<file path="config.mk">
export PLATFORM = sky130hd
export DESIGN_NAME = melody_sequencer
export DESIGN_NICKNAME = d
export VERILOG_FILES = /design/src/rtl/melody_pkg.sv /design/src/rtl/tick_prescaler.sv /design/src/rtl/melody_sequencer.sv
export SDC_FILE = /design/constraint.sdc
export NUM_CORES = 1
export LEC_CHECK = 0
export ABC_CLOCK_PERIOD_IN_PS = 2750
export CAP_MARGIN = 30
export CORE_MARGIN = 3
export CORE_UTILIZATION = 48
export DETAILED_ROUTE_END_ITERATION = 10
export PLACE_DENSITY = 0.74
export SLEW_MARGIN = 20
export SYNTH_ARGS = -nofsm -noshare
export SYNTH_HDL_FRONTEND = slang
export SYNTH_SLANG_ARGS = --single-unit
</file>
<file path="constraint.sdc">
create_clock -name clk -period 2.75 [get_ports clk]
set_input_delay 0.4125 -clock clk [delete_from_list [all_inputs] [get_ports clk]]
set_output_delay 0.4125 -clock clk [all_outputs]
set_load 0.01 [all_outputs]
</file>
<file path="src/rtl/melody_pkg.sv">
// Shared types, field widths, the song table and the note-code decoder for melody_sequencer.
package melody_pkg;

  typedef enum logic [2:0] {
    S_IDLE,
    S_LOAD,
    S_PLAY,
    S_GAP,
    S_DONE
  } state_t;

  localparam int NOTE_W    = 4;
  localparam int DUR_W     = 4;
  localparam int TABLE_LEN = 16;

  // Entry layout: [7:4] note code, [3:0] duration in ticks; duration 0 terminates the song.
  localparam logic [NOTE_W+DUR_W-1:0] SONG_TABLE [TABLE_LEN] = '{
    8'h12, 8'h51, 8'h03, 8'hB1, 8'h00, 8'h00, 8'h00, 8'h00,
    8'h00, 8'h00, 8'h00, 8'h00, 8'h00, 8'h00, 8'h00, 8'h00
  };

  function automatic logic [11:0] note_onehot(input logic [NOTE_W-1:0] code);
    logic [11:0] oh;
    oh = '0;
    if (code >= 4'd1 && code <= 4'd11) oh = 12'b1 << code;
    return oh;
  endfunction

endpackage

</file>
<file path="src/rtl/tick_prescaler.sv">
// Free-running divider: one-cycle tick on count TICK_DIV-1, then wraps.
// Counts only while en is high; clr (or reset) forces the count back to 0.
module tick_prescaler #(
  parameter int unsigned TICK_DIV = 250000
) (
  input  logic clk,
  input  logic reset,
  input  logic en,
  input  logic clr,
  output logic tick
);

  localparam int CNT_W = $clog2(TICK_DIV);
  localparam logic [CNT_W-1:0] LAST = CNT_W'(TICK_DIV - 1);

  logic [CNT_W-1:0] cnt;

  always_ff @(posedge clk) begin
    if (reset || clr) begin
      cnt <= '0;
    end else if (en) begin
      cnt <= (cnt == LAST) ? '0 : cnt + CNT_W'(1);
    end
  end

  assign tick = en && (cnt == LAST);

endmodule

</file>
<file path="src/rtl/melody_sequencer.sv">
// Walks the song table, driving a registered one-hot note code for duration*TICK_DIV cycles per entry.
// First note appears two cycles after start; optional silent gap after each note; stop aborts immediately.
module melody_sequencer
  import melody_pkg::*;
#(
  parameter int unsigned TICK_DIV  = 250000,
  parameter int unsigned GAP_TICKS = 1,
  parameter int unsigned SONG_LEN  = 16,
  localparam int IDX_W = $clog2(SONG_LEN)
) (
  input  logic             clk,
  input  logic             reset,
  input  logic             start,
  input  logic             stop,
  input  logic             loop_en,
  output logic [11:0]      note_oh,
  output logic             sound_en,
  output logic             busy,
  output logic             done,
  output logic [IDX_W-1:0] idx
);

  localparam int GAP_W = (GAP_TICKS < 2) ? 1 : $clog2(GAP_TICKS + 1);
  localparam logic [IDX_W-1:0] LAST_IDX = IDX_W'(SONG_LEN - 1);

  state_t           state_q, state_n;
  logic [IDX_W-1:0] idx_n;
  logic [11:0]      note_n;
  logic             snd_n, done_n;
  logic [DUR_W-1:0] dur_q, dur_n;
  logic [GAP_W-1:0] gap_q, gap_n;
  logic             tick, pre_en;
  logic             advance, end_song;

  logic [NOTE_W+DUR_W-1:0] entry;
  logic [NOTE_W-1:0]       entry_code;
  logic [DUR_W-1:0]        entry_dur;

  assign entry      = SONG_TABLE[idx];
  assign entry_code = entry[NOTE_W+DUR_W-1:DUR_W];
  assign entry_dur  = entry[DUR_W-1:0];

  // Prescaler runs only while timing a note or a gap, so every note starts from a clean phase.
  assign pre_en = (state_q == S_PLAY) || (state_q == S_GAP);

  tick_prescaler #(.TICK_DIV(TICK_DIV)) u_prescaler (
    .clk   (clk),
    .reset (reset),
    .en    (pre_en),
    .clr   (!pre_en),
    .tick  (tick)
  );

  always_comb begin
    state_n  = state_q;
    idx_n    = idx;
    note_n   = note_oh;
    snd_n    = sound_en;
    done_n   = 1'b0;
    dur_n    = dur_q;
    gap_n    = gap_q;
    advance  = 1'b0;
    end_song = 1'b0;

    case (state_q)
      S_IDLE: begin
        if (start) begin
          state_n = S_LOAD;
          idx_n   = '0;
        end
      end
      S_LOAD: begin
        if (entry_dur == '0) begin
          end_song = 1'b1;
        end else begin
          state_n = S_PLAY;
          note_n  = note_onehot(entry_code);
          snd_n   = (note_onehot(entry_code) != '0);
          dur_n   = entry_dur;
        end
      end
      S_PLAY: begin
        if (tick) begin
          if (dur_q == DUR_W'(1)) begin
            note_n = '0;
            snd_n  = 1'b0;
            if (GAP_TICKS > 0) begin
              state_n = S_GAP;
              gap_n   = GAP_W'(GAP_TICKS);
            end else begin
              advance = 1'b1;
            end
          end else begin
            dur_n = dur_q - DUR_W'(1);
          end
        end
      end
      S_GAP: begin
        if (tick) begin
          if (gap_q == GAP_W'(1)) advance = 1'b1;
          else                    gap_n = gap_q - GAP_W'(1);
        end
      end
      S_DONE: begin
        state_n = S_IDLE;
        idx_n   = '0;
      end
      default: state_n = S_IDLE;
    endcase

    // Leaving the last entry without a marker is treated exactly like hitting one.
    if (advance) begin
      if (idx == LAST_IDX) begin
        end_song = 1'b1;
      end else begin
        state_n = S_LOAD;
        idx_n   = idx + IDX_W'(1);
      end
    end

    if (end_song) begin
      if (loop_en) begin
        state_n = S_LOAD;
        idx_n   = '0;
      end else begin
        state_n = S_DONE;
        done_n  = 1'b1;
      end
    end

    if (stop) begin
      state_n = S_IDLE;
      idx_n   = '0;
      note_n  = '0;
      snd_n   = 1'b0;
      done_n  = 1'b0;
      dur_n   = '0;
      gap_n   = '0;
    end
  end

  always_ff @(posedge clk) begin
    if (reset) begin
      state_q  <= S_IDLE;
      idx      <= '0;
      note_oh  <= '0;
      sound_en <= 1'b0;
      busy     <= 1'b0;
      done     <= 1'b0;
      dur_q    <= '0;
      gap_q    <= '0;
    end else begin
      state_q  <= state_n;
      idx      <= idx_n;
      note_oh  <= note_n;
      sound_en <= snd_n;
      busy     <= (state_n != S_IDLE);
      done     <= done_n;
      dur_q    <= dur_n;
      gap_q    <= gap_n;
    end
  end

endmodule

</file>
# Word-level counts from Yosys, hierarchy flattened
# Memory sizes are Yosys's and may differ from the RTL's.
# Cells that the tools add are included.
[word_totals]
input_bits = 5
mem_count = 1
elab_cells = 94
register_bits = 45
mem_bits_ro = 128
[op_classes]
bitwise = 2
add_sub_neg = 4
reduce_logical = 16
order_cmp = 3
muxes = 46
shifts = 1
eq_ne = 12
[mem_list]
columns = ["memory", "words", "width", "read_ports", "rd_clocked_by_memory_dff", "write_ports", "line_no", "text"]
rows = [
  ["(no name shown)", 16, 8, 1, 0, 0, "melody_sequencer.sv:39", "assign entry = SONG_TABLE[idx];"],
]
[ops]
columns = ["op", "n"]
rows = [
  ["2-to-1 mux 12 bit", 5],
  ["2-to-1 mux 4 bit", 8],
  ["2-to-1 mux 3 bit", 9],
  ["case mux 12 bit (2 select lines)", 1],
  ["adder 18 x 1 -> 18 bit (second input constant)", 1],
  ["equality test 18 bit (second input constant)", 1],
  ["2-to-1 mux 18 bit", 1],
  ["2-to-1 mux 8 bit", 2],
  ["case mux 4 bit (2 select lines)", 2],
  ["2-to-1 mux 1 bit", 15],
  ["case mux 3 bit (4 select lines)", 1],
  ["AND reduction 4 bit", 3],
  ["nonzero test 12 bit", 1],
  ["<< shifter 1 x 4 -> 12 bit (first input constant)", 1],
  ["inequality test 2 bit (second input constant)", 4],
  ["equality test 3 x 2 -> 1 bit (second input constant)", 2],
  [">= comparator 5 bit (second input constant)", 1],
  ["inverter 4 -> 5 bit", 1],
  ["adder 4 x 1 -> 4 bit (second input constant)", 1],
  ["equality test 4 x 1 -> 1 bit (second input constant)", 1],
  ["equality test 4 bit (second input constant)", 1],
  [">= comparator 4 x 1 -> 1 bit (second input constant)", 1],
  ["<= comparator 4 bit (second input constant)", 1],
  ["logical NOT 4 bit", 1],
  ["15 further kinds", 19],
]

# Longest topological paths before layout
[depth]
word_depth = 12
mapped_depth = 9
mapped_depth_nobuf = 7

# Hierarchy
# Synthesis repeated with hierarchy kept, for this count alone.
[hier_totals]
cells_unflattened = 258
area_unflattened_um2 = 2321.0
[by_module_without_submodules]
columns = ["module", "area_each_um2", "cells_each", "instances", "seq_area_each_um2"]
rows = [
  ["melody_sequencer", 1423.9, 157, 1, 540.5],
  ["tick_prescaler", 897.1, 101, 1, 360.3],
]

# Worst setup path before layout
# OpenSTA, ideal clock, no wires.
[synth_timing]
path_kind = "reg2reg"
from = "reg u_prescaler.cnt[0]"
to = "reg idx[3]"
setup_slack_ps = 702
period_less_slack_ps = 2048
setup_time_ps = 64
stages_incl_launch_ff = 8
arrival_time_ps = 1983
required_ps = 2686
cell_sequence = "dfxtp_1 > ha_1 > buf_2 > nand3_1 > nor4b_1 > nor3b_1 > mux2_2 > nor2_1"
[synth_via]
elab_chain_len = 7
[synth_rtl]
columns = ["item", "line_no", "text"]
rows = [
  ["start: declaration", "tick_prescaler.sv:16", "logic [CNT_W-1:0] cnt;"],
  ["start signal: assignment", "tick_prescaler.sv:22", "cnt <= (cnt == LAST) ? '0 : cnt + CNT_W'(1);"],
  ["equality test 18 bit *", "tick_prescaler.sv:26", "assign tick = en && (cnt == LAST);"],
  ["logical AND 1 bit *", "tick_prescaler.sv:26", ""],
  ["2-to-1 mux 1 bit *", "melody_sequencer.sv:99", "if (tick) begin"],
  ["2-to-1 mux 1 bit *", "-", ""],
  ["2-to-1 mux 4 bit", "melody_sequencer.sv:112", "if (advance) begin"],
  ["2-to-1 mux 4 bit", "melody_sequencer.sv:122", "if (loop_en) begin"],
  ["2-to-1 mux 4 bit *", "melody_sequencer.sv:121", "if (end_song) begin"],
  ["end signal: assignment", "melody_sequencer.sv:154", "idx <= idx_n;"],
  ["end: declaration", "melody_sequencer.sv:20", "output logic [IDX_W-1:0] idx"],
]
# Mark *: on every way between the ends. The rest lies on a longest branch, timed or not.
# A chain may end at the register's enable or synchronous reset.

# Worst setup path in the final report
[layout_timing]
from = "reg u_prescaler.cnt[0]"
to = "reg note_oh[11]"
[layout_via]
elab_chain_len = 4
[layout_rtl]
columns = ["item", "line_no", "text"]
rows = [
  ["equality test 18 bit", "tick_prescaler.sv:26", ""],
  ["logical AND 1 bit", "tick_prescaler.sv:26", ""],
  ["inequality test 2 bit (no source line)", "-", ""],
  ["AND reduction 4 bit (no source line)", "-", ""],
  ["end signal: assignment", "melody_sequencer.sv:155", "note_oh <= note_n;"],
  ["end: declaration", "melody_sequencer.sv:16", "output logic [11:0] note_oh,"],
]
# Every way passes these cells.

==> summary.md <==
| Metric | Value |
|---|---|
| GRT Overall Usage | `between 10% and 20%` |
| Post-synthesis sequential area ratio | `a little over two fifths` |
| Post-synth EDFFs | `0` |
| Cell family with the largest share of critical-path delay | `compound AO/OA/AOI/OAI gates` |
| Synth warn | `0` |
| Worst path bufs/invs | `0` |
| GRT met3 Usage | `under 10%` |
| Maximum VDD drop | `0.2561 mV` |
| Synth Register Bits | `45` |
| Required time worst endpoint | `2.94 ns` |
| Routed Antenna Nets | `0` |
| Setup_tns | `0 ns` |
| Avg Inst Size Synth | `8.892 µm²` |
| DR vias/cell | `5.556` |
| Period minus WS final | `roughly 2.3 ns` |
| Grt met1 use | `between 20% and 30%` |
| Share of layout cells above drive strength 1 | `roughly 7.5%` |
| H-tree depth | `2` |
| Clock slew at reported path FFs | `around 0.080 ns` |
| Maxcap violations | `0` |
| CTS tree | `built` |
| Outcome | `complete, no violations` |
| Root Buffer Master | `clkbuf_8` |
| Synth cell types | `between 50 and 60` |
| Inst Count DP | `between 300 and 400` |
| Total grt overflow | `0` |
| Drt wl/cell | `between 10 and 15 µm` |
| Final WL | `around 4200 µm` |
| Hold Crit Start | `sound_en$_SDFFE_PP0P_` |
| Io pins | `24` |
| Number of buffers added on ports | `23` |
| RD Place Congestion | `around 0.82` |
| Post-cts resize count | `0` |
| DR iter-0 viols | `54` |
| P&R area growth vs syn | `15.23%` |
| HP Class | `reg2reg` |
| Critical-path cell list | `ha_1, nand3_1, or2_2, o31ai_1, a21oi_1, a22o_1` |
| RSZ-0062 raised after global routing | `no` |
| Final Max Tran Viols | `0` |
| Least-Margin Pin Slew | `around 0.74 ns` |
| Number of endpoints failing setup at the final stage | `0` |
| Initial cell density of the core | `around 52%` |
| Post-Syn Area | `approximately 2200 µm²` |
| Post-synth ARST share | `0%` |
| # nets final | `approximately 280` |
| PwrDens | `437.9 nW/µm²` |
| Initial antenna violation count | `0` |
| Die Wd | `around 73 µm` |
| CP startpoint kind | `flop` |
| Peak Freq | `0.4355 GHz` |
| Global-route wire length before repair | `7031 µm` |
| Ys flop type | `dfxtp_1` |
| Clock buffers created by TritonCTS | `5` |
| DIE HEIGHT | `around 73 µm` |
| Post-synthesis cell count | `roughly 240` |
| Final count of hold timing violations | `0` |
| Hold_buf cts | `0` |
| Routed via count | `roughly 1,800` |
| CTS max path bufs | `2` |
| Largest net degree at the start of global routing | `19` |
| Core outline area | `between 4000 and 5000 µm²` |
| Met2 usage | `roughly 28%` |
| DRC errors left | `0` |
| Headroom to the max-slew limit | `between 50% and 60%` |
| Net Count, Synth | `about 260` |
| Leakage Power | `0.8149 nW` |
| Commonest non-fill, non-tap cells in the layout | `dfxtp_1 (45), nor2_1 (35), clkdlybuf4s50_1 (23)` |
| Critical path class | `reg2reg` |
| DRT Pass-1 Iters | `4` |
| Finished Layout Cells | `315` |
| Post CTS Setup Buffer Count | `0` |
| CP startpoint | `u_prescaler.cnt[0]$_SDFFE_PP0N_` |
| Final period util | `roughly 84%` |
| Vias in the first global route | `~1,600` |
| Total clock sinks | `45` |
| Worst Skew | `between 0.005 and 0.006 ns` |
| RR Startpoint | `u_prescaler.cnt[0]$_SDFFE_PP0N_` |
| Slowest library cell on the worst path | `dfxtp_1` |
| Commonest non-fill, non-tap cell in the layout | `dfxtp_1` |
| CP max FO | `12` |
| DP HPWL | `roughly 3100 µm` |
| Gr busiest metal | `met2` |
| Clock latency on the worst-skew pair | `approximately 0.30 ns` |
| Antenna fix cells | `0` |
| WP data arrival | `between 2 and 2.5 ns` |
| CP Capture Type | `flop` |
| Die ar. | `5343 µm²` |
| Row count | `23` |
| Crit-path max cell delay | `roughly 0.47 ns` |
==> kinds of logic (layout without fill, tap and decap cells) <==
| kind of cell | after synthesis | in the layout | share of synthesized area [%] |
|---|---|---|---|
| simple gates | 122 | 122 | 32.14 |
| flops | 45 | 45 | 41.69 |
| compound gates | 29 | 29 | 8.918 |
| buf+inv | 20 | 42 | 4.632 |
| xor+xnor | 17 | 17 | 6.890 |
| fa+ha+maj | 9 | 9 | 5.211 |
| mux | 1 | 1 | 0.5211 |
==> layout make-up <==
type                       instances  area [µm²]
timing repair buffer              25       245.2
tap                               50       62.56
sequential                        45       900.9
fill                             366        1683
clock buffer                       6       72.57
multi-input combinational        178        1160
clock inverter                     2       15.01
inverter                           9       33.78
==> sequential cells by signal, summed over array words and instances (netlist names) <==
register and flops:
done 1, u_prescaler.cnt 18, idx 4, note_oh 12, gap_q 1, busy 1
state_q 3, dur_q 4, sound_en 1
==> where the power goes <==
| group | total (W) | internal, W | switching (W) |
|---|---|---|---|
| combinational | 0.0000370 | 0.0000161 | 0.0000210 |
| clock | 0.000397 | 0.000179 | 0.000218 |
| sequential | 0.000656 | 0.000654 | 0.00000248 |
==> synthesized netlist by cell type, types with 2 or more instances <==
library cell / number / share of area (%)
nor3_1: 9 / 2.1
and4_1: 3 / 1.2
and2_1: 7 / 2.0
a31oi_1: 3 / 0.87
a32o_1: 2 / 0.93
nor4b_1: 2 / 0.81
or3b_1: 2 / 0.81
nand3b_1: 2 / 0.69
inv_1: 9 / 1.6
and3_1: 2 / 0.58
buf_4: 2 / 0.69
xnor2_1: 7 / 2.8
nor3b_1: 6 / 2.1
a21oi_1: 7 / 1.6
nor2_1: 35 / 6.1
nand4_1: 9 / 2.6
or2_2: 3 / 0.87
clkbuf_1: 5 / 0.87
dfxtp_1: 45 / 42
ha_1: 9 / 5.2
nor4_1: 2 / 0.58
nand3_1: 16 / 3.7
or3_1: 3 / 0.87
a22o_1: 2 / 0.81
xor2_1: 10 / 4.1
o21ai_0: 5 / 1.2
and4b_1: 2 / 0.93
buf_6: 2 / 1.0
nand2_1: 9 / 1.6
==> path summary, 6_finish.rpt <==
check / slack, ns / depth (start not counted) / to
min reg2reg: 0.46 / 1 / sound_en$_SDFFE_PP0P_
max: 0.45 / 6 / note_oh[11]$_SDFFE_PP0P_
max reg2reg: 0.45 / 6 / note_oh[11]$_SDFFE_PP0P_
min: 0.46 / 1 / sound_en$_SDFFE_PP0P_
==> worst register-to-register path, stage by stage, from the launching register on <==
cell	delay (ns)
dfxtp_1	0.47
ha_1	0.22
nand3_1	0.18
or2_2	0.36
o31ai_1	0.36
a21oi_1	0.31
a22o_1	0.30
==> routing by layer <==
metal / routed length [µm] / up-vias
li1: - / 893
met1: 1977 / 817
met2: 1937 / 33
met3: 194 / 7
met4: 57 / 0
met5: 0 / -
==> per-stage QoR <==
step	hold slack, ns	total power [W]	util [%]	area, µm²	setup slack (ns)
4_1_cts	0.4603	0.001108	59.67	2490	0.4716
3_5_place_dp	0.4404	0.0007088	57.57	2402	0.5484
5_1_grt	0.4861	0.001133	59.67	2490	0.2868
2_1_floorplan	0.4371	0.0006941	-	2161	0.7022
6_report	0.4573	0.001090	59.67	2490	0.4537
3_3_place_gp	0.4410	0.0007084	57.57	2402	0.5509
Note: power is estimated with default switching activity, not from simulation.
